### src/rtl/sum_display_driver_if.sv
// Load/result/display bundle between the adder stage, the BCD display driver
// and the board's 2-digit 7-segment display.
interface sum_display_driver_if;
   logic [4:0] Sum_in;
   logic       Valid_in;
   logic       Busy_out;
   logic [7:0] Bcd_out;
   logic [6:0] Seg_out;
   logic [1:0] Dig_out;

   modport master (
      output Sum_in, Valid_in,
      input  Busy_out, Bcd_out, Seg_out, Dig_out
   );

   modport slave (
      input  Sum_in, Valid_in,
      output Busy_out, Bcd_out, Seg_out, Dig_out
   );
endinterface

### src/rtl/sum_display_driver.sv
// Captures a 5-bit sum, converts it to two BCD digits with a sequential
// double-dabble engine and drives a multiplexed 2-digit 7-segment display.
module sum_display_driver #(
   parameter int CLK_HZ         = 50000000,
   parameter int REFRESH_HZ     = 1000,
   parameter bit ACTIVE_LOW_SEG = 1'b1
) (
   input  logic                 Clk_in,
   input  logic                 Rst_n_in,
   sum_display_driver_if.slave  bus
);

   localparam int DIV = CLK_HZ / (2 * REFRESH_HZ);
   localparam int CW  = (DIV > 1) ? $clog2(DIV) : 1;
   localparam logic [CW-1:0] CNT_MAX = CW'(DIV - 1);
   localparam logic [6:0]    SEG_POL = ACTIVE_LOW_SEG ? 7'h00 : 7'h7F;
   localparam logic [1:0]    DIG_POL = ACTIVE_LOW_SEG ? 2'b00 : 2'b11;
   localparam logic [6:0]    SEG_BLANK = 7'h7F;

   typedef enum logic [1:0] {IDLE, SHIFT, DONE} state_t;

   state_t      state;
   logic [12:0] sh;
   logic [2:0]  step;
   logic [CW-1:0] cnt;
   logic        sel_tens;

   // One shift-add-3 step over the {tens, ones, bin} register.
   function automatic logic [12:0] dabble_step(input logic [12:0] r);
      logic [12:0] a;
      a = r;
      if (a[12:9] >= 4'd5) a[12:9] = a[12:9] + 4'd3;
      if (a[8:5]  >= 4'd5) a[8:5]  = a[8:5]  + 4'd3;
      return a << 1;
   endfunction

   // Active-low gfedcba patterns; out-of-range digits blank.
   function automatic logic [6:0] seg_pattern(input logic [3:0] d);
      case (d)
         4'd0:    return 7'h40;
         4'd1:    return 7'h79;
         4'd2:    return 7'h24;
         4'd3:    return 7'h30;
         4'd4:    return 7'h19;
         4'd5:    return 7'h12;
         4'd6:    return 7'h02;
         4'd7:    return 7'h78;
         4'd8:    return 7'h00;
         4'd9:    return 7'h10;
         default: return SEG_BLANK;
      endcase
   endfunction

   // NOTE: sequential state uses non-blocking assignments so every register
   // samples pre-edge values regardless of statement order.
   always_ff @(posedge Clk_in or negedge Rst_n_in) begin
      if (!Rst_n_in) begin
         state        <= IDLE;
         sh           <= '0;
         step         <= '0;
         bus.Busy_out <= 1'b0;
         bus.Bcd_out  <= 8'h00;
      end else begin
         case (state)
            IDLE: begin
               if (bus.Valid_in) begin
                  sh           <= {8'h00, bus.Sum_in};
                  step         <= '0;
                  bus.Busy_out <= 1'b1;
                  state        <= SHIFT;
               end
            end
            SHIFT: begin
               sh   <= dabble_step(sh);
               step <= step + 3'd1;
               if (step == 3'd4) state <= DONE;
            end
            DONE: begin
               bus.Bcd_out  <= sh[12:5];
               bus.Busy_out <= 1'b0;
               state        <= IDLE;
            end
            default: state <= IDLE;
         endcase
      end
   end

   // Refresh runs free of the converter; outputs follow the select before it toggles.
   always_ff @(posedge Clk_in or negedge Rst_n_in) begin
      if (!Rst_n_in) begin
         cnt         <= '0;
         sel_tens    <= 1'b0;
         bus.Seg_out <= SEG_BLANK ^ SEG_POL;
         bus.Dig_out <= 2'b11 ^ DIG_POL;
      end else begin
         if (cnt == CNT_MAX) begin
            cnt      <= '0;
            sel_tens <= ~sel_tens;
         end else begin
            cnt <= cnt + 1'b1;
         end

         if (sel_tens) begin
            bus.Dig_out <= 2'b01 ^ DIG_POL;
            bus.Seg_out <= ((bus.Bcd_out[7:4] == 4'd0) ? SEG_BLANK
                                                       : seg_pattern(bus.Bcd_out[7:4])) ^ SEG_POL;
         end else begin
            bus.Dig_out <= 2'b10 ^ DIG_POL;
            bus.Seg_out <= seg_pattern(bus.Bcd_out[3:0]) ^ SEG_POL;
         end
      end
   end

endmodule

### src/flat_wrapper.sv
// flat-port wrapper written by rule: the top's interface ports become plain ports
module sum_display_driver_flat 
#(
   parameter int CLK_HZ         = 50000000,
   parameter int REFRESH_HZ     = 1000,
   parameter bit ACTIVE_LOW_SEG = 1'b1
)
  (Clk_in, Rst_n_in, bus_Sum_in, bus_Valid_in, bus_Busy_out, bus_Bcd_out, bus_Seg_out, bus_Dig_out);
  sum_display_driver_if bus_i ();
  input  logic Clk_in;
  input  logic Rst_n_in;
  input wire logic [$bits(bus_i.Sum_in)-1:0] bus_Sum_in;
  input wire logic [$bits(bus_i.Valid_in)-1:0] bus_Valid_in;
  output wire logic [$bits(bus_i.Busy_out)-1:0] bus_Busy_out;
  output wire logic [$bits(bus_i.Bcd_out)-1:0] bus_Bcd_out;
  output wire logic [$bits(bus_i.Seg_out)-1:0] bus_Seg_out;
  output wire logic [$bits(bus_i.Dig_out)-1:0] bus_Dig_out;
  assign bus_i.Sum_in = bus_Sum_in;
  assign bus_i.Valid_in = bus_Valid_in;
  assign bus_Busy_out = bus_i.Busy_out;
  assign bus_Bcd_out = bus_i.Bcd_out;
  assign bus_Seg_out = bus_i.Seg_out;
  assign bus_Dig_out = bus_i.Dig_out;
  sum_display_driver #(.CLK_HZ(CLK_HZ), .REFRESH_HZ(REFRESH_HZ), .ACTIVE_LOW_SEG(ACTIVE_LOW_SEG)) u_core (.Clk_in(Clk_in), .Rst_n_in(Rst_n_in), .bus(bus_i));
endmodule
### config.mk
export PLATFORM = sky130hd
export DESIGN_NAME = sum_display_driver_flat
export DESIGN_NICKNAME = d
export VERILOG_FILES = /design/src/rtl/sum_display_driver_if.sv /design/src/rtl/sum_display_driver.sv /design/src/flat_wrapper.sv
export SDC_FILE = /design/constraint.sdc
export NUM_CORES = 1
export LEC_CHECK = 0
export CAP_MARGIN = 10
export CORE_ASPECT_RATIO = 2
export CORE_MARGIN = 8
export CORE_UTILIZATION = 60
export CTS_CLUSTER_SIZE = 10
export DETAILED_ROUTE_END_ITERATION = 6
export HOLD_SLACK_MARGIN = 0.15
export PLACE_DENSITY_LB_ADDON = 0.08
export SYNTH_ARGS = -nofsm -noshare
export SYNTH_HDL_FRONTEND = slang
export SYNTH_SLANG_ARGS = --single-unit
### constraint.sdc
create_clock -name Clk_in -period 3.3 [get_ports Clk_in]
set_clock_uncertainty 0.2 [all_clocks]
set_input_delay 0.495 -clock Clk_in [delete_from_list [all_inputs] [get_ports Clk_in]]
set_output_delay 0.495 -clock Clk_in [all_outputs]
set_load 0.05 [all_outputs]
; ---- Word-level counts from Yosys, hierarchy flattened
; Memories as Yosys holds them, arrays and structs flattened.
; Index checks and enable logic that the tools add are counted.
[classes]
n_bitwise = 1
mul = 0
div = 0
n_reduce_logical = 7
n_lt_le_gt_ge = 2
add_sub_neg = 4
n_eq_ne = 6
n_shift = 0
muxes = 15
[ops]
columns = operator, n
row1 = $pmux W13 S2, 1
row2 = $add A15 B1 Y15 const B, 1
row3 = $eq A15 B15 Y1 const B, 1
row4 = $mux W15, 1
row5 = $mux W7, 2
row6 = $mux W13, 1
row7 = $ge A4 B3 Y1 const B, 2
row8 = $mux W2, 3
row9 = $mux W3, 2
row10 = $pmux W3 S2, 1
row11 = $reduce_and A2 Y1, 3
row12 = $add A4 B2 Y4 const B, 1
row13 = $logic_not A4 Y1, 1
row14 = $mux W4, 1
row15 = $pmux W2 S2, 1
row16 = $reduce_bool A2 Y1, 2
row17 = $add A3 B1 Y3 const B, 1
row18 = $add A3 B2 Y3 const B, 1
row19 = $eq A3 B3 Y1 const B, 1
row20 = $eq A2 B1 Y1 const B, 1
row21 = $eq A2 B2 Y1 const B, 1
row22 = $logic_not A2 Y1, 1
row23 = $ne A2 B1 Y1 const B, 1
row24 = $ne A2 B2 Y1 const B, 1
row25 = 3 further kinds, 3
[word_totals]
romBits = 224
elab_cells = 46
input_bits = 8
register_bits = 52
latch_bits = 0
ramBits = 0
mem_count = 2
[memory_table]
columns = memory, words, width, rd, rd_clocked_by_memory_dff, write_ports, line_no
row1 = (name not given), 16, 7, 1, 0, 0, sum_display_driver.sv:39  ; case (d)
row2 = (name not given), 16, 7, 1, 0, 0, sum_display_driver.sv:39

; ---- Depth between registers and ports, before layout
; Gate-level depths: netlist of run 1.
[logic_depth]
word_depth = 3
mapped_depth = 6
depth_no_buf = 6

; ---- Worst setup path after synthesis of run 1
; No wires, ideal clock.
[synth_path]
path_kind = reg-to-reg
from = reg u_core.bus.Bcd_out[4]
to = reg u_core.bus.Seg_out[3]
stages_incl_launch_ff = 5
setup_slack_ps = 1348
t_arrival_ps = 1672
path_buffers = 0
path_cell_list = dfrtp_1 -> inv_1 -> ha_1 -> a221o_1 -> o22a_1
[synth_via]
elab_chain_len = 3
[synth_lines]
columns = item, line_no
row1 = "start, declared", sum_display_driver_if.sv:18  ; output Busy_out, Bcd_out, Seg_out, Dig_out
row2 = "start signal, assigned", sum_display_driver.sv:79  ; bus.Bcd_out <= sh[12:5];
row3 = $mem_v2 Z16 W7 or $logic_not A4 Y1 (tied branches), -
row4 = $mux W7 *, sum_display_driver.sv:105  ; bus.Seg_out <= ((bus.Bcd_out[7:4] == 4'd0) ? SEG_BLANK
row5 = $mux W7 *, sum_display_driver.sv:103  ; if (sel_tens) begin
row6 = "end signal, assigned", sum_display_driver.sv:93  ; bus.Seg_out <= SEG_BLANK ^ SEG_POL;
row7 = "end signal, assigned", sum_display_driver.sv:105
row8 = "end signal, assigned", sum_display_driver.sv:109  ; bus.Seg_out <= seg_pattern(bus.Bcd_out[3:0]) ^ SEG_POL;
row9 = "end, declared", sum_display_driver_if.sv:18
; Every way passes the cells marked *; elsewhere a longest branch is shown, timed or not.
; A chain may end at the register's enable or synchronous reset.

; ---- Worst setup path after layout of run 1
[layout_path]
from = reg u_core.bus.Bcd_out[3]
to = out bus_Bcd_out[3]
[layout_rtl]
columns = item, line_no
row1 = "end, declared", flat_wrapper.sv:15  ; output wire logic [$bits(bus_i.Bcd_out)-1:0] bus_Bcd_out;
; No word-level cell between the ends.

==> impl_results.md, run 1 <==
* Status: complete, no violations
* Detail Placement HPWL at about 3600 microns
* Areal power density over the cells at 855.6 mW/mm^2
* Launch point of the worst path: u_core.bus.Bcd_out[3]
* Final worst-path cycle share at between 70% and 80%
* Leading cell types in the layout, fill and taps excluded: sky130_fd_sc_hd__dfrtp_1 (43), sky130_fd_sc_hd__clkdlybuf4s50_1 (24), sky130_fd_sc_hd__nand2_1 (23)
* Skew-Pair Late Insertion Delay at 0.30 ns
* Wirelength, routed at 4799 microns
* Starting DRC count in detailed routing at 51
* Sequential share of the synthesized area at 49.72%
* Max-cap violations at 0
* Quantity of hold-fixing buffers added after cts at 0
* Type of destination of the critical path: primary output
* Fin. Hold Viols at 0
* Library cell contributing the largest single delay on the critical path: sky130_fd_sc_hd__clkdlybuf4s50_1
* Reg clk slew, reported paths at 0.09 ns
* Post-CTS resize count at 0
* Final cell count without fillers at 341
* Average cell area after synthesis at 10.15 sq um
* Final core utilization at between 70% and 80%
* Ant diodes at 0
* Mapped cell area at 0.002640 sq mm
* Series of cell instances along the critical path: clkdlybuf4s50_1
* Synth-to-Final Area Change at 14.88%
* Overall via count from detail_route at about 1900
* Placeable core region at 0.004297 sq mm
* Pin count of the biggest net entering global routing at 48
* Number of different library cells in the post-synthesis netlist at 41
* Post-route design area at 0.003033 sq mm
* Critical path's top delay family: buffers and inverters
* Tot GR Track Use at 15.20%
* Synth Flop Type: sky130_fd_sc_hd__dfrtp_1
* Number of core rows at 34
* Slowest cell delay on critical path at 0.88 ns
* Clock buffer depth at 2
* Clock root buffer master: sky130_fd_sc_hd__clkbuf_8
* Total clock buffers created by CTS at 5
* Overall overflow remaining after global route at 0
* Wire length of the first global-routing pass at 8466 microns
* DRC errors left at 0
* Sink count of the clock tree at 52
* Slew at the pin closest to its max-slew limit at 1.020 ns
* Final weighted congestion in routability-driven placement at 0.7867
* CP startpoint kind: flop
* Count of TritonRoute iterations in the first routing pass at 4
* Maximum resistive drop on vdd at 0.0008921 V
* Number of antenna violations at the first check in global routing at 0
* Avg Vias per Cell at 5.431
* # port buffers at 25
* Number of nets with antenna violations after routing at 0
* Clock H-tree levels at 2
* Reg-to-reg critical path startpoint: u_core.cnt[0]
* Yosys synthesis warning count at 0
* Post-synth ARST share at 100.0%
* Leakage at 1.358 nW
* Critical path class: flop to primary output
* Via count of the first global-routing pass at around 1800
* Height of the die at 109.8 microns
* Total die area at 0.006908 sq mm
* Total negative slack for setup checks at 0 ns
* Number of placed cells counting well taps at ~330
* Horizontal die dimension at around 63 microns
* Final Max Tran Viols at 0
* Count of nets after finishing at 311
* Initial cell density of the core at 61.44%
* Wire length per cell after detailed routing at 14.07 microns
* WP buf/inv at 1
* Signal arrival time at the worst endpoint at 1.76 ns
* Number of setup buffers added after CTS at 0
* HP Class: input pin to asynchronous set/reset pin
* Commonest non-fill, non-tap cell in the layout: sky130_fd_sc_hd__dfrtp_1
* Post-placement cell area at 0.002940 sq mm
* Number of instances in the synthesized netlist at 260
* Maximum net fanout on the critical path at 12
* CTS tree: done
* Worst relative slew slack at a little under a third
* Num ports at 26
* Synthesis-stage register bit count at 52
* Maximum clock frequency at slightly above 0.4 GHz
* Unrepaired setup endpoints after global routing: false
* Number of failing setup endpoints in the final timing report at 0
* Endpoint required time on the critical path at 2.60 ns
* Number of enable flip-flop cells after synthesis at 0
* Ratio of cells with drive above 1 in the final layout at 11.50%
* Min Clock Period, post-route at 2.451 ns
* Syn Nets at 285
==> kinds of logic after synthesis <==
family | after synthesis | synth area share (%)
adder cells (fa/ha/maj) | 17 | 8.057
AND/OR/NAND/NOR | 82 | 15.83
multiplexers | 12 | 4.739
buffers and inverters | 26 | 3.744
AO/OA/AOI/OAI | 55 | 12.61
XOR/XNOR | 16 | 5.308
flip-flops | 52 | 49.72
==> cell usage after synthesis, drive strengths merged (2+ instances only) <==
cell,n,share of area [%]
xnor2,9,3.0
a21o,2,0.57
nor4,2,0.47
mux2,4,1.7
nor2,18,2.6
o31ai,2,0.57
nand2b,7,1.7
clkbuf,8,1.1
mux2i,8,3.0
dfrtp,43,41
inv,17,2.4
o21ai,21,4.0
nand2,23,3.3
nor2b,4,0.95
dfstp,9,9.0
o22a,2,0.66
ha,17,8.1
nand3,10,2.1
nor3,7,1.8
xor2,7,2.3
and3,2,0.52
a21oi,16,3.2
nand4,3,0.71
a22o,5,1.7
or2,3,0.81
==> power breakdown <==
group          total [mW]  internal [mW]  switching, mW
registers            1.01          0.837          0.176
clock network       0.367          0.168          0.200
logic                1.21          0.494          0.721
total                2.59           1.50           1.10
==> final timing paths <==
check                                   endpoint  slack [ns]  cells past startpoint
min in group Clk_in                 u_core.sh[4]        0.30                      2
max reg2reg                       u_core.cnt[14]        1.35                      5
max                               bus_Bcd_out[3]        0.85                      1
max in group asynchronous  u_core.bus.Seg_out[1]        2.01                      2
min reg2reg                         u_core.sh[4]        0.30                      2
min                        u_core.bus.Bcd_out[0]        0.16                      1
==> area by class of cell <==
type	instances	area [sq um]
Sequential cell	52	1313
Fill cell	339	1264
Multi-Input combinational cell	182	1229
Timing Repair Buffer	28	267.8
Clock buffer	6	82.58
Tap cell	54	67.56
Inverter	17	63.81
Clock inverter	2	10.01
==> metal layers <==
layer,part of all wire [%],GRT usage (%),up-vias
met3,3.6,3.265,7
met4,1.9,6.732,0
met1,40,15.54,880
li1,-,-,935
met5,0,0,-
met2,55,28.74,30
==> registers in the layout, indices dropped and copies added, names as in the netlist <==
| name | count |
|---|---|
| u_core.bus.Bcd_out | 8 |
| u_core.bus.Busy_out | 1 |
| u_core.bus.Dig_out | 2 |
| u_core.bus.Seg_out | 7 |
| u_core.cnt | 15 |
| u_core.sel_tens | 1 |
| u_core.sh | 13 |
| u_core.state | 2 |
| u_core.step | 3 |
==> metrics by stage <==
step / total power [mW] / hold WS [ns] / setup slack, ns
after floorplan: 1.916 / -0.0005910 / 1.348
after global placement: 2.216 / 0.2644 / 1.185
after detailed placement: 2.249 / 0.2817 / 1.169
after CTS: 2.616 / 0.1934 / 0.8345
after global routing: 2.783 / 0.2536 / 0.7751
final: 2.595 / 0.1647 / 0.8487
No activity file was read; power rests on OpenSTA's default activity.
==> inputs of run 2 (changes only) <==
Settings changed: CORE_UTILIZATION 60 to 51.
Clock period 3.3 ns to 2 ns, I/O delays scaled along.
==> run 2 against run 1 <==
Effect of this change:
- sequential share of layout area shrank 0.51 points
- core utilization down 9.8 points
- sequential power grew 64%
- register-to-register slack lost 1.2 ns
- global-route usage fell by 1.6 points
- highest routed layer unchanged
==> impl_results.md, run 2 (synthesis gave the netlist of run 1 again) <==
* Final core utilization at 60.82% (was 70.59%)
* Maximum resistive drop on vdd at 0.001031 V (was 0.0008921 V)
* Total clock buffers created by CTS at 5 (unchanged)
* Tot GR Track Use at 13.55% (was 15.20%)
* # port buffers at 25 (unchanged)
* Maximum net fanout on the critical path at 5 (was 12)
* Ant diodes at 0 (unchanged)
* R2r setup slk at 0.16 ns (was 1.35 ns)
* Min Clock Period, post-route at 1.843 ns
* Final cell count without fillers at 347 (was 341)
* Post-CTS resize count at 0 (unchanged)
* Reg clk slew, reported paths at 0.09 ns (about the same)
* Slew at the pin closest to its max-slew limit at 0.6015 ns (was 1.020 ns)
* Max-cap violations at 0 (unchanged)
* Starting DRC count in detailed routing at 117 (was 51)
* Detail Placement HPWL at 3563 microns (was 3584 microns)
* Height of the die at 117.8 microns (was 109.8 microns)
* Wire length per cell after detailed routing at 14.26 microns (was 14.07 microns)
* Final worst-path cycle share at between 90 and 100%
* Synth-to-Final Area Change at 16.26% (was 14.88%)
* Max reg flops at 15 (unchanged)
* Worst setup slack after placement at 0.1838 ns (was 1.169 ns)
* Overall overflow remaining after global route at 0 (unchanged)
* Status: complete, no violations (unchanged)
* Commonest non-fill, non-tap cell in the layout: sky130_fd_sc_hd__dfrtp_1 (unchanged)
* Fin. Hold Viols at 0 (unchanged)
* Final weighted congestion in routability-driven placement at 0.8379 (was 0.7867)
* Total negative slack for setup checks at 0 ns (unchanged)
* Post-route design area at 0.003069 sq mm (was 0.003033 sq mm)
* Via count of the first global-routing pass at 1935 (was 1839)
* Worst relative slew slack at 59.75% (was 31.97%)
* Clock root buffer master: sky130_fd_sc_hd__clkbuf_8 (unchanged)
* HP Class: flop to flop (was input pin to asynchronous set/reset pin)
* Count of TritonRoute iterations in the first routing pass at 4 (unchanged)
* Placeable core region at 0.005046 sq mm (was 0.004297 sq mm)
* DRC errors left at 0 (unchanged)
* Registers with the highest flip-flop counts: u_core.cnt: 15 flops, u_core.sh: 13 flops, u_core.bus.Bcd_out: 8 flops (unchanged)
* Type of destination of the critical path: flop (was primary output)
* Number of core rows at 37 (was 34)
* CTS tree: done (unchanged)
* Sink count of the clock tree at 52 (unchanged)
* Final setup slack of the worst path at 0.1573 ns (was 0.8487 ns)
* Number of placed cells counting well taps at 338 (was 333)
* Final Max Tran Viols at 0 (unchanged)
* Total die area at 0.007875 sq mm (was 0.006908 sq mm)
* Num ports at 26 (unchanged)
* Critical path class: flop to flop (was flop to primary output)
* Ratio of cells with drive above 1 in the final layout at 17.99% (was 11.50%)
* Library cell contributing the largest single delay on the critical path: sky130_fd_sc_hd__or4_4 (was sky130_fd_sc_hd__clkdlybuf4s50_1)
* Post-placement cell area at 0.002933 sq mm (was 0.002940 sq mm)
* Clock buffer depth at 2 (unchanged)
* Count of nets after finishing at 313 (was 311)
* Total chip power at 4.430 mW (was 2.595 mW)
* Number of nets with antenna violations after routing at 0 (unchanged)
* Maximum clock frequency at 0.5427 GHz
* Leakage at 1.415 nW (was 1.358 nW)
* Series of cell instances along the critical path: ha_1 -> nand3_1 -> or2_4 -> or4_4 -> a21oi_2 (was clkdlybuf4s50_1)
* Pin count of the biggest net entering global routing at 53 (was 48)
* CP startpoint kind: flop (unchanged)
* Areal power density over the cells at 1444 mW/mm^2 (was 855.6 mW/mm^2)
* Clock H-tree levels at 2 (unchanged)
* Wirelength, routed at 4949 microns (was 4799 microns)
* Unrepaired setup endpoints after global routing: false (unchanged)
* Number of antenna violations at the first check in global routing at 0 (unchanged)
* Horizontal die dimension at 66.88 microns (was 62.91 microns)
* Avg Vias per Cell at 5.435 (was 5.431)
* Slowest cell delay on critical path at 0.48 ns (was 0.88 ns)
* Wire length of the first global-routing pass at 8707 microns (was 8466 microns)
* Signal arrival time at the worst endpoint at 1.87 ns (was 1.76 ns)
* Endpoint required time on the critical path at 2.03 ns (was 2.60 ns)
* Worst hold slack at 0.2923 ns (was 0.1647 ns)
* Initial cell density of the core at 52.32% (was 61.44%)
* Number of failing setup endpoints in the final timing report at 0 (unchanged)
* Skew-Pair Late Insertion Delay at 0.30 ns (about the same)
* Leading cell types in the layout, fill and taps excluded: sky130_fd_sc_hd__dfrtp_1 (43), sky130_fd_sc_hd__nand2_1 (23), sky130_fd_sc_hd__o21ai_0 (21) (was sky130_fd_sc_hd__dfrtp_1 (43), sky130_fd_sc_hd__clkdlybuf4s50_1 (24), sky130_fd_sc_hd__nand2_1 (23))
* Register name with the most flops: u_core.cnt (unchanged)
* Overall via count from detail_route at 1886 (was 1852)
[run 2: per-layer routing]
layer  track usage (%)  wire length, microns  share of wire (%)
met1             16.36                  2192                 44
met2             22.64                  2479                 50
met3             2.193                   186                3.8
met4             5.534                    90                1.8
met5                 0                     0                  0
[run 2: power by group]
part,switching [mW],internal [mW],total (mW)
combinational,1.21,0.795,2.01
sequential,0.280,1.38,1.66
clock,0.321,0.441,0.763
total,1.81,2.62,4.43
[run 2: worst paths after layout]
kind | start | endpoint | cells after the start
max in group asynchronous | Rst_n_in | u_core.bus.Dig_out[1] | 3
min in group asynchronous | Rst_n_in | u_core.sh[8] | 3
setup reg to reg | u_core.cnt[0] | u_core.cnt[14] | 5
setup / recovery | u_core.cnt[0] | u_core.cnt[14] | 5
hold / removal | u_core.sh[2] | u_core.sh[2] | 2
hold reg to reg | u_core.sh[2] | u_core.sh[2] | 2
[run 2: repair_timing]
item,CTS,global route
setup buffers,0,0
hold buffers,1,0
hold endpoints to repair,52,0
[run 2: final cells by class]
type                    count  area [sq um]
flip-flops and latches     52          1313
fillers                   427          1977
clock buffers               7         96.34
clock inverters             1         30.03
well taps                  58         72.57
inverters                  17         63.81
multi-input cells         182          1229
repair buffers             30         265.3
[run 2: critical path: cells and delay by family, from the launching register on]
family / cells / cell delay [ns]
AOI/OAI and AO/OA: 1 / 0.13
DFF: 1 / 0.43
and+or+nand+nor: 3 / 0.82
adders and majority gates: 1 / 0.20
==> RTL edit (config.mk and constraints of run 1) <==
Re-encode `state_t` (3 states) as one-hot, 3 bits wide.
--- a/src/rtl/sum_display_driver.sv
+++ b/src/rtl/sum_display_driver.sv
@@ -18,5 +18,5 @@
    localparam logic [6:0]    SEG_BLANK = 7'h7F;
 
-   typedef enum logic [1:0] {IDLE, SHIFT, DONE} state_t;
+   typedef enum logic [2:0] {IDLE = 3'b001, SHIFT = 3'b010, DONE = 3'b100} state_t;
 
    state_t      state;
Formal check against the unedited RTL: no difference found for any inputs over 10 cycles, from zero or initial values and one cycle with Rst_n_in low; not proved beyond that.
==> RTL edit against run 1 <==
Hold slack improved by 130 ps. Wire length grew 3.5%. Die area up 0.83%. Synthesized cell count grew 1.2%. Via count up 2.5%. Sequential cell count increased by 1. Setup slack got worse by 26 ps. First-iteration DRC count decreased by 16%. Final area rose by 1.8%. Global-route usage up 0.57 points. Synthesized area up 1.0%. Critical path type unchanged. Critical endpoint unchanged.
Power is not compared: it rests on default switching activity, and its combinational part moved more than twofold at a synthesized area within 25%.
==> RTL edit: results (changes against run 1) <==
GRT Util Overall=15.8% (+0.57 points); DR WL met2=2.78 mm (+6.3%); hpwl dp=3.79 mm (+5.9%); Hold WS=290 ps (+126 ps); synthesized area per cell=10.1 um2 (-0.11%); final non-filler cell total=348 (+2.1%); WL final=4.97 mm (+3.5%); first-pass GRT wire length=8.97 mm (+6.0%); largest fanout on the critical path=15 (+3); Nets=318 (+2.3%); grt met2 use=31.5% (+2.7 points); Synth cell types=42 (+2.4%); met3 Use GR=2.94% (-0.33 points); post-synthesis sequential area ratio=50.2% (+0.47 points); grt met1 use=15.0% (-0.51 points); worst slew pin tran=703 ps (-317 ps); CP arrival=1780 ps (+20 ps); status=complete, no violations; vias in the first global route=2011 (+9.4%); hold crit path type=reg -> reg; DP Worst Slack=1100 ps (-70.2 ps); syn_nets=288 (+1.1%); fraction of layout cells with a size suffix above 1=11.6% (+0.066 points); DRT met1 WL=1.94 mm (+1.4%); met3 wire length=138 um (-21%); routability congestion estimate=0.845 (+7.4%); Synth area leaders=dfrtp_1, dfstp_2, ha_1; Synth top cells by count=dfrtp_1, nand2_1, nor2_1, o21ai_0, ha_1; Cell Area, Placed=0.00299 mm2 (+1.5%); largest net degree at the start of global routing=24 (-50%)
[RTL edit: power by group through the flow]
| stage | combinational, mW | clock, mW | sequential (mW) |
|---|---|---|---|
| 2_1_floorplan | 0.192 | 0 | 0.791 |
| 3_3_place_gp | 0.276 | 0 | 0.793 |
| 3_5_place_dp | 0.288 | 0 | 0.794 |
| 4_1_cts | 0.288 | 0.378 | 0.783 |
| 5_1_grt | 0.320 | 0.396 | 0.790 |
| 6_report | 0.280 | 0.368 | 0.784 |
[RTL edit: kinds of logic (layout without fill, tap and decap cells)]
group,after synthesis,in the layout,share of synthesized area (%)
multiplexers,10,10,3.89
buffers and inverters,24,55,3.47
adder cells (fa/ha/maj),17,17,7.97
AND/OR/NAND/NOR,88,88,16.9
XOR/XNOR,17,17,5.58
AO/OA/AOI/OAI,54,54,12.0
flip-flops,53,53,50.2
[RTL edit: path summary, 6_finish.rpt]
check | from | endpoint | slack [ps] | depth (start not counted)
setup / recovery | u_core.bus.Bcd_out[3] | bus_Bcd_out[3] | 820 | 1
hold / removal | u_core.step[2] | u_core.step[2] | 290 | 1
setup reg to reg | u_core.cnt[6] | u_core.cnt[1] | 1310 | 4
hold reg to reg | u_core.step[2] | u_core.step[2] | 290 | 1
max in group asynchronous | Rst_n_in | u_core.bus.Seg_out[4] | 1950 | 3
min in group asynchronous | Rst_n_in | u_core.bus.Bcd_out[0] | 370 | 2
[RTL edit: final cells by class]
type / instances / area [um2]
clock buffer: 5 / 68.8
clock inverter: 3 / 22.5
fill: 358 / 1210
inverter: 16 / 60.1
multi-input combinational: 186 / 1240
sequential: 53 / 1340
tap: 54 / 67.6
timing repair buffer: 31 / 293
[RTL edit: what timing repair did]
item / 4_1_cts / 5_1_grt
hold buffers: 1 / 0
hold endpoints to repair: 8 / 0
endpoints found under the setup margin: 0 / 0
